--- config.mk ---
export PLATFORM = sky130hd
export DESIGN_NAME = flex_bus_master
export DESIGN_NICKNAME = d
export VERILOG_FILES = /design/src/rtl/flex_bus_pkg.sv /design/src/rtl/flex_timeout_cnt.sv /design/src/rtl/flex_bus_master.sv
export SDC_FILE = /design/constraint.sdc
export NUM_CORES = 1
export LEC_CHECK = 0
export BUFFER_PORTS_ARGS = -buffer_cell sky130_fd_sc_hd__buf_2
export CAP_MARGIN = 20
export CELL_PAD_IN_SITES_DETAIL_PLACEMENT = 1
export CELL_PAD_IN_SITES_GLOBAL_PLACEMENT = 1
export CORE_ASPECT_RATIO = 1.2
export CORE_MARGIN = 1
export CORE_UTILIZATION = 40
export CTS_CLUSTER_SIZE = 20
export DETAILED_ROUTE_END_ITERATION = 8
export GPL_TIMING_DRIVEN = 0
export HOLD_SLACK_MARGIN = 0.1
export PLACE_DENSITY = 0.87
export REMOVE_ABC_BUFFERS = 1
export SKIP_CTS_REPAIR_TIMING = 1
export SLEW_MARGIN = 20
export SYNTH_ARGS = -nofsm -noshare
export SYNTH_HDL_FRONTEND = slang
export SYNTH_SLANG_ARGS = --single-unit
--- constraint.sdc ---
create_clock -name clock -period 6.6 [get_ports clock]
set_clock_uncertainty 0.05 [all_clocks]
set_input_delay 0 -clock clock [delete_from_list [all_inputs] [get_ports clock]]
set_output_delay 0 -clock clock [all_outputs]
set_load 0.03 [all_outputs]
--- src/rtl/flex_bus_pkg.sv ---
// Shared types and constants for the flex parallel register bus.
// Used by the bus master and by slaves that sit on the same bus.
package flex_bus_pkg;

    localparam int FLEX_ADDR_W = 16;
    localparam int FLEX_DATA_W = 16;

    typedef enum logic [2:0] {
        ST_IDLE    = 3'd0,
        ST_SETUP   = 3'd1,
        ST_ACCESS  = 3'd2,
        ST_RELEASE = 3'd3,
        ST_DONE    = 3'd4
    } flex_state_e;

    typedef struct packed {
        logic                   write;
        logic [FLEX_ADDR_W-1:0] addr;
        logic [FLEX_DATA_W-1:0] wdata;
    } flex_cmd_t;

    typedef struct packed {
        logic                   timeout;
        logic [FLEX_DATA_W-1:0] rdata;
    } flex_rsp_t;

    // Counter must hold both the setup count and the timeout limit.
    function automatic int flex_cnt_width(input int setup_cycles,
                                          input int timeout_cycles);
        int w;
        w = $clog2(timeout_cycles + 1);
        if ($clog2(setup_cycles + 1) > w)
            w = $clog2(setup_cycles + 1);
        if (w < 1)
            w = 1;
        return w;
    endfunction

endpackage

--- src/rtl/flex_timeout_cnt.sv ---
// Clear/enable cycle counter with a last-cycle 'expired' flag.
// 'expired' stays low when limit is 0 (timeout disabled).
module flex_timeout_cnt
    import flex_bus_pkg::*;
#(
    parameter int cnt_width = 8,
    parameter int limit     = 255
) (
    input  logic                 clock,
    input  logic                 reset,
    input  logic                 clear,
    input  logic                 enable,
    output logic [cnt_width-1:0] count,
    output logic                 expired
);

    localparam logic [cnt_width-1:0] LAST = cnt_width'(limit - 1);

    // Saturating count of cycles spent in the current state.
    always_ff @(posedge clock or posedge reset) begin
        if (reset)
            count <= '0;
        else if (clear)
            count <= '0;
        else if (enable && (count != '1))
            count <= count + 1'b1;
    end

    assign expired = (limit != 0) && (count == LAST);

endmodule

--- src/rtl/flex_bus_master.sv ---
// Single-outstanding initiator for the flex parallel register bus.
// Converts a valid/ready command into the strobe/trigger/dtack handshake.
module flex_bus_master
    import flex_bus_pkg::*;
#(
    parameter int addr_bus_width = FLEX_ADDR_W,
    parameter int data_bus_width = FLEX_DATA_W,
    parameter int setup_cycles   = 1,
    parameter int timeout_cycles = 255
) (
    input  logic                      clock,
    input  logic                      reset,
    input  logic                      cmd_valid,
    output logic                      cmd_ready,
    input  logic                      cmd_write,
    input  logic [addr_bus_width-1:0] cmd_addr,
    input  logic [data_bus_width-1:0] cmd_wdata,
    output logic                      rsp_valid,
    output logic [data_bus_width-1:0] rsp_rdata,
    output logic                      rsp_timeout,
    output logic [addr_bus_width-1:0] addr,
    output logic [data_bus_width-1:0] data_w,
    output logic                      addr_strobe,
    output logic                      read_trg,
    output logic                      write_trg,
    input  logic [data_bus_width-1:0] data_r,
    input  logic                      data_r_act,
    input  logic                      dtack
);

    localparam int CW = flex_cnt_width(setup_cycles, timeout_cycles);
    localparam logic [CW-1:0] SETUP_LAST = CW'(setup_cycles - 1);

    flex_state_e   state;
    logic          is_write;
    logic          accept;
    logic          leave;
    logic          cnt_en;
    logic [CW-1:0] cnt;
    logic          cnt_expired;
    logic          setup_done;

    assign accept     = cmd_valid & cmd_ready;
    assign setup_done = (cnt == SETUP_LAST);
    assign cnt_en     = (state == ST_SETUP) ||
                        (state == ST_ACCESS) ||
                        (state == ST_RELEASE);

    // Detect the cycle in which the FSM leaves its state, so the counter
    // starts from zero on every state entry.
    always_comb begin
        leave = 1'b0;
        case (state)
            ST_IDLE:    leave = accept;
            ST_SETUP:   leave = setup_done;
            ST_ACCESS:  leave = dtack | cnt_expired;
            ST_RELEASE: leave = ~dtack | cnt_expired;
            ST_DONE:    leave = 1'b1;
            default:    leave = 1'b1;
        endcase
    end

    flex_timeout_cnt #(
        .cnt_width (CW),
        .limit     (timeout_cycles)
    ) u_cnt (
        .clock   (clock),
        .reset   (reset),
        .clear   (leave),
        .enable  (cnt_en),
        .count   (cnt),
        .expired (cnt_expired)
    );

    // Transaction FSM; every bus and response output is registered here.
    always_ff @(posedge clock or posedge reset) begin
        if (reset) begin
            state       <= ST_IDLE;
            cmd_ready   <= 1'b1;
            rsp_valid   <= 1'b0;
            rsp_rdata   <= '0;
            rsp_timeout <= 1'b0;
            addr        <= '0;
            data_w      <= '0;
            addr_strobe <= 1'b0;
            read_trg    <= 1'b0;
            write_trg   <= 1'b0;
            is_write    <= 1'b0;
        end else begin
            rsp_valid <= 1'b0;
            case (state)
                ST_IDLE: begin
                    if (accept) begin
                        state       <= ST_SETUP;
                        cmd_ready   <= 1'b0;
                        addr        <= cmd_addr;
                        data_w      <= cmd_wdata;
                        is_write    <= cmd_write;
                        addr_strobe <= 1'b1;
                        rsp_rdata   <= '0;
                        rsp_timeout <= 1'b0;
                    end
                end
                ST_SETUP: begin
                    if (setup_done) begin
                        state     <= ST_ACCESS;
                        read_trg  <= ~is_write;
                        write_trg <= is_write;
                    end
                end
                ST_ACCESS: begin
                    if (dtack) begin
                        state     <= ST_RELEASE;
                        read_trg  <= 1'b0;
                        write_trg <= 1'b0;
                        rsp_rdata <= (!is_write && data_r_act) ? data_r : '0;
                    end else if (cnt_expired) begin
                        state       <= ST_DONE;
                        read_trg    <= 1'b0;
                        write_trg   <= 1'b0;
                        addr_strobe <= 1'b0;
                        rsp_valid   <= 1'b1;
                        rsp_timeout <= 1'b1;
                        rsp_rdata   <= '0;
                    end
                end
                ST_RELEASE: begin
                    if (!dtack) begin
                        state       <= ST_DONE;
                        addr_strobe <= 1'b0;
                        rsp_valid   <= 1'b1;
                    end else if (cnt_expired) begin
                        state       <= ST_DONE;
                        addr_strobe <= 1'b0;
                        rsp_valid   <= 1'b1;
                        rsp_timeout <= 1'b1;
                    end
                end
                ST_DONE: begin
                    state     <= ST_IDLE;
                    cmd_ready <= 1'b1;
                end
                default: begin
                    state       <= ST_IDLE;
                    cmd_ready   <= 1'b1;
                    addr_strobe <= 1'b0;
                    read_trg    <= 1'b0;
                    write_trg   <= 1'b0;
                end
            endcase
        end
    end

endmodule

# Yosys cells after proc, flatten, opt, wreduce, memory -nomap -nowiden
# Index checks and enable logic that the tools add are counted.
op_classes:
  n_addsub: 1
  multipliers: 0
  n_div: 0
  order_cmp: 0
  n_eq_ne: 11
  shifts: 0
  n_mux: 35
  bitwise_logic: 8
  n_reduce_logical: 20
ops:
  columns: ["operator", "count"]
  rows:
  - ["16-bit two-way mux", 4]
  - ["16-bit case mux with 2 select lines", 1]
  - ["8-bit two-way mux", 2]
  - ["1-bit two-way mux", 15]
  - ["3-bit two-way mux", 5]
  - ["3-bit case mux with 4 select lines", 1]
  - ["1-bit case mux with 3 select lines", 3]
  - ["3-bit AND reduction", 3]
  - ["8-bit by 1-bit adder with 8-bit output (second input constant)", 1]
  - ["8-bit == test (second input constant)", 1]
  - ["8-bit logical NOT", 1]
  - ["2-bit inequality test (second input constant)", 4]
  - ["8-bit inequality test (second input constant)", 1]
  - ["1-bit case mux with 4 select lines", 2]
  - ["3-bit by 2-bit == test with 1-bit output (second input constant)", 2]
  - ["2-bit AND reduction", 3]
  - ["3-bit OR reduction", 2]
  - ["1-bit NOT", 5]
  - ["1-bit case mux with 2 select lines", 2]
  - ["4-bit AND reduction", 1]
  - ["2-bit nonzero test", 2]
  - ["3-bit by 1-bit == test with 1-bit output (second input constant)", 1]
  - ["3-bit == test (second input constant)", 1]
  - ["3-bit logical NOT", 1]
  - ["other kinds (8)", 11]
totals:
  regBits: 66
  latch_bits: 0
  ramBits: 0
  rom_bits: 0
  elab_cells: 87
  n_memories: 0

# Logic depth before layout (Yosys ltp)
logic_depth:
  word_depth: 6
  mapped_depth: 8

# By module
# Synthesis repeated with hierarchy kept, for this count alone.
unflattened:
  hier_cells: 224
  hier_area_um2: 2876.5
modules_own_cells:
  columns: ["module", "instances", "cells_per_inst", "area_each_um2"]
  rows:
  - ["flex_bus_master", 1, 169, 2352.3]
  - ["flex_timeout_cnt", 1, 55, 524.3]

# Worst setup path before layout
# OpenSTA, ideal clock, no wires.
synth_path:
  path_kind: "register to register"
  from: "reg u_cnt.count[0]"
  to: "reg read_trg"
  setup_time_ps: 131
  arrival_ps: 1989
  t_required_ps: 6419
  path_slack_ps: 4430
  stages_incl_launch_ff: 7
  path_buffers: 0
  cell_sequence: "dfrtp_1 inv_1 ha_1 or4b_4 or3_4 and4b_1 or3_1"
synth_between:
  elab_chain_cells: 3
synth_lines:
  columns: ["item", "line", "text"]
  rows:
  - ["from (decl)", "flex_timeout_cnt.sv:13", "output logic [cnt_width-1:0] count,"]
  - ["from (signal assigned)", "flex_timeout_cnt.sv:26", "count <= count + 1'b1;"]
  - ["8-bit == test / 8-bit logical NOT (equally long branches)", "flex_timeout_cnt.sv:29, flex_bus_master.sv:44", null]
  - ["3-bit inequality test (no line) / 2-bit inequality test (equally long branches)", null, null]
  - ["3-bit AND reduction (no line) (*)", null, null]
  - ["to (signal assigned)", "flex_bus_master.sv:107", "read_trg <= ~is_write;"]
  - ["to (decl)", "flex_bus_master.sv:24", "output logic read_trg,"]
# Every way passes the cells marked *; elsewhere a longest branch is shown, timed or not.
# A chain may end at the register's enable or synchronous reset.

# Worst setup path after layout
layout_path:
  from: "reg state[2]"
  to: "reg addr[15]"
layout_between:
  elab_chain_cells: 2
layout_lines:
  columns: ["item", "line", "text"]
  rows:
  - ["from (decl)", "flex_bus_master.sv:34", "flex_state_e state;"]
  - ["from (signal assigned)", "flex_bus_master.sv:78", "state <= ST_IDLE;"]
  - ["from (signal assigned)", "flex_bus_master.sv:94", "state <= ST_SETUP;"]
  - ["from (signal assigned)", "flex_bus_master.sv:106", "state <= ST_ACCESS;"]
  - ["3-bit logical NOT", "flex_bus_master.sv:91", "case (state)"]
  - ["2-bit AND reduction (no line)", null, null]
  - ["to (signal assigned)", "flex_bus_master.sv:96", "addr <= cmd_addr;"]
  - ["to (decl)", "flex_bus_master.sv:21", "output logic [addr_bus_width-1:0] addr,"]
# Every way passes these cells.

==> impl_metrics.py <==
metrics = {
    "power_and_ir_drop": {
        "powerDensity_nw_per_um2": 487,
        "power.total_mw": 2.05,
        "p_leak_nw": 2.05,
        "vdd_ir_drop_max_v": 0.000222,
    },
    "place": {
        "port_buffers": 107,
        "place_inst": 409,
        "gp_congestion": 0.828,
        "dp_slack_ns": 4.15,
        "hpwl_mm": 5.66,
    },
    "setup_path": {
        "path_cells": "nor4_4, buf_6, buf_4, mux2_2",
        "cp.required_ns": 6.79,
        "critPathBufInv": 2,
        "crit_type": "flip-flop to flip-flop",
        "crit_family": "simple AND/OR/NAND/NOR gates",
        "start_kind": "flip-flop",
        "crit_arrival_ns": 2.77,
        "cp_slowest_cell": "nor4_4",
        "cp_slowest_stage_delay_ns": 0.88,
        "endpoint_kind": "flip-flop",
        "cp_max_fo": 17,
    },
    "sta": {
        "relSlewSlack_pct": 41.3,
        "rsz0062_at_grt": "false",
        "min_period_ns": 2.58,
        "finalMaxSlewViolations": 0,
        "max_freq_mhz": 387,
        "finalCritPeriodShare_pct": 39.2,
        "hold_viol": 0,
        "setup_tns_ns": 0,
        "fin_ws_ns": 4.02,
        "finalSetupViolations": 0,
        "tightest_slew_ns": 0.874,
    },
    "die": {
        "dieArea_um2": 7440,
        "fp.dieH_um": 94.3,
        "die_x_um": 78.9,
        "pin_count": 108,
        "start_util_pct": 41.4,
        "rows": 33,
        "core-area_um2": 6850,
    },
    "synth": {
        "postSynthAreaPerCell_um2": 12.7,
        "syn_inst": 223,
        "synth_top_flop_cell": "dfrtp_1",
        "synthesis.area_um2": 2840,
        "synth_edf_count": 0,
        "synth_seq_cells": 66,
        "yosys_warnings": 0,
        "synth.distinct_cells": 44,
        "ys_seq_area_share_pct": 58.2,
        "async_flop_share_pct": 100,
    },
    "detailed_routing": {
        "drt.antenna.violating_nets": 0,
        "wl_per_cell_um": 23.7,
        "via_per_inst": 5.61,
        "drtPass1Iterations": 4,
        "finalWirelength_mm": 11.3,
        "via_count": 2677,
        "drt_iter0_drc": 156,
        "drc": 0,
    },
    "clocking": {
        "worstSkewPairLatency_ns": 0.36,
        "cts-root-buf": "clkbuf_8",
        "clock-sinks": 66,
        "cts_buffers": 9,
        "clock_path_buffers": 2,
        "cts_tree": "done",
        "htree_levels": 3,
        "path_clk_slew_ns": 0.08,
    },
    "global_routing": {
        "grt_max_degree": 47,
        "grt_use_total_pct": 22.6,
        "grt_pass1_vias": 2388,
        "grt_pass1_wl_mm": 12.3,
        "antenna_found_initial": 1,
        "grt-ovfl-total": 0,
    },
    "cells_and_area": {
        "final_cell_mix": "107 x buf_2, 65 x dfrtp_1, 51 x dlygate4sd3_1",
        "area_growth_pct": 48.4,
        "fillers": 741,
        "final_common_cell": "buf_2",
        "stdcell_count": 477,
        "drive_gt1_share_pct": 42.7,
        "nNetsFinal": 442,
    },
    "run_status": {
        "outcome": "complete, no violations",
    },
    "job": {
        "drv_cap": 0,
    },
    "worst_hold_path": {
        "min_path_type": "input port to async pin",
    },
}
## layer usage
metal | track usage, % | vias to the layer above | wire, um
li1 | - | 1148 | -
met1 | 25.1 | 1342 | 4180
met2 | 37.5 | 148 | 5870
met3 | 8.35 | 39 | 828
met4 | 11.8 | 0 | 449
met5 | 0 | - | 0
## flip-flops by register name, indices dropped and copies added (netlist names)
name and flops:
addr 16, data_w 16, rsp_rdata 16, u_cnt.count 8, state 3, addr_strobe 1, cmd_ready 1, is_write 1
read_trg 1, rsp_timeout 1, rsp_valid 1, write_trg 1
## kinds of logic (layout without fill, tap and decap cells)
family          Yosys count  after routing  share of synthesized area, %
fa+ha+maj                 4              4                          1.76
xor+xnor                  1              1                         0.309
compound gates           46             46                          11.6
mux                      34             34                          13.4
other cells               0              1                             0
flops                    66             66                          58.2
simple gates             55             55                          12.2
buf+inv                  17            183                          2.38
## cell usage after synthesis (2+ instances only)
cell | count | share of area [%]
inv_1 | 6 | 0.79
nor4_1 | 2 | 0.44
a22o_1 | 16 | 4.9
nor3b_1 | 2 | 0.53
a21oi_1 | 11 | 1.9
nor3_1 | 6 | 1.1
o21ai_0 | 6 | 1.1
nor2b_1 | 2 | 0.44
nand2_1 | 5 | 0.66
mux2_2 | 33 | 13
buf_2 | 3 | 0.53
and4_1 | 2 | 0.62
ha_1 | 4 | 1.8
and3_1 | 4 | 0.88
nand2b_1 | 2 | 0.44
a211o_1 | 2 | 0.62
or3_1 | 5 | 1.1
and4b_1 | 3 | 1.1
a31oi_1 | 3 | 0.66
nor2_1 | 8 | 1.1
nand3_1 | 3 | 0.53
dfrtp_1 | 65 | 57
nand4_1 | 3 | 0.66
clkbuf_1 | 7 | 0.93
## through the flow
stage / hold WS [ns] / util (%) / instance area, um^2
floorplan: 0.0827 / - / 2790
detailed placement: -0.0656 / 51.0 / 3490
global route: 0.135 / 61.4 / 4210
CTS: -0.449 / 53.9 / 3700
finish: 0.113 / 61.4 / 4210
global placement: 0.166 / 50.1 / 3440
## worst min-delay path, cell delays in order
cell and delay [ns]:
dlygate4sd3_1 0.54, buf_2 0.14, inv_4 0.23
## cell type report
| class | count | area [um^2] | share of cell area, % |
|---|---|---|---|
| Sequential cell | 66 | 1650 | 39.3 |
| Inverter | 6 | 25.0 | 0.594 |
| Multi-Input combinational cell | 140 | 1130 | 26.7 |
| Clock inverter | 6 | 65.1 | 1.55 |
| Antenna cell | 1 | 2.50 | 0.0594 |
| Tap cell | 87 | 109 | 2.59 |
| Clock buffer | 10 | 138 | 3.27 |
| Timing Repair Buffer | 161 | 1090 | 25.9 |
## final timing paths
path	from	end	slack (ns)	cells past startpoint
setup / recovery	state[2]	addr[15]	4.02	4
max in group asynchronous	reset	rsp_rdata[11]	5.87	4
hold reg to reg	rsp_rdata[12]	rsp_rdata[12]	0.46	1
setup reg to reg	state[2]	addr[15]	4.02	4
min in group clock	cmd_valid	state[0]	0.19	4
hold / removal	reset	addr[4]	0.11	3
## power breakdown
| part | switching [mW] | internal, mW |
|---|---|---|
| Sequential | 0.159 | 0.568 |
| Clock | 0.185 | 0.186 |
| Combinational | 0.610 | 0.346 |
Power figures use the tool's default switching activity.
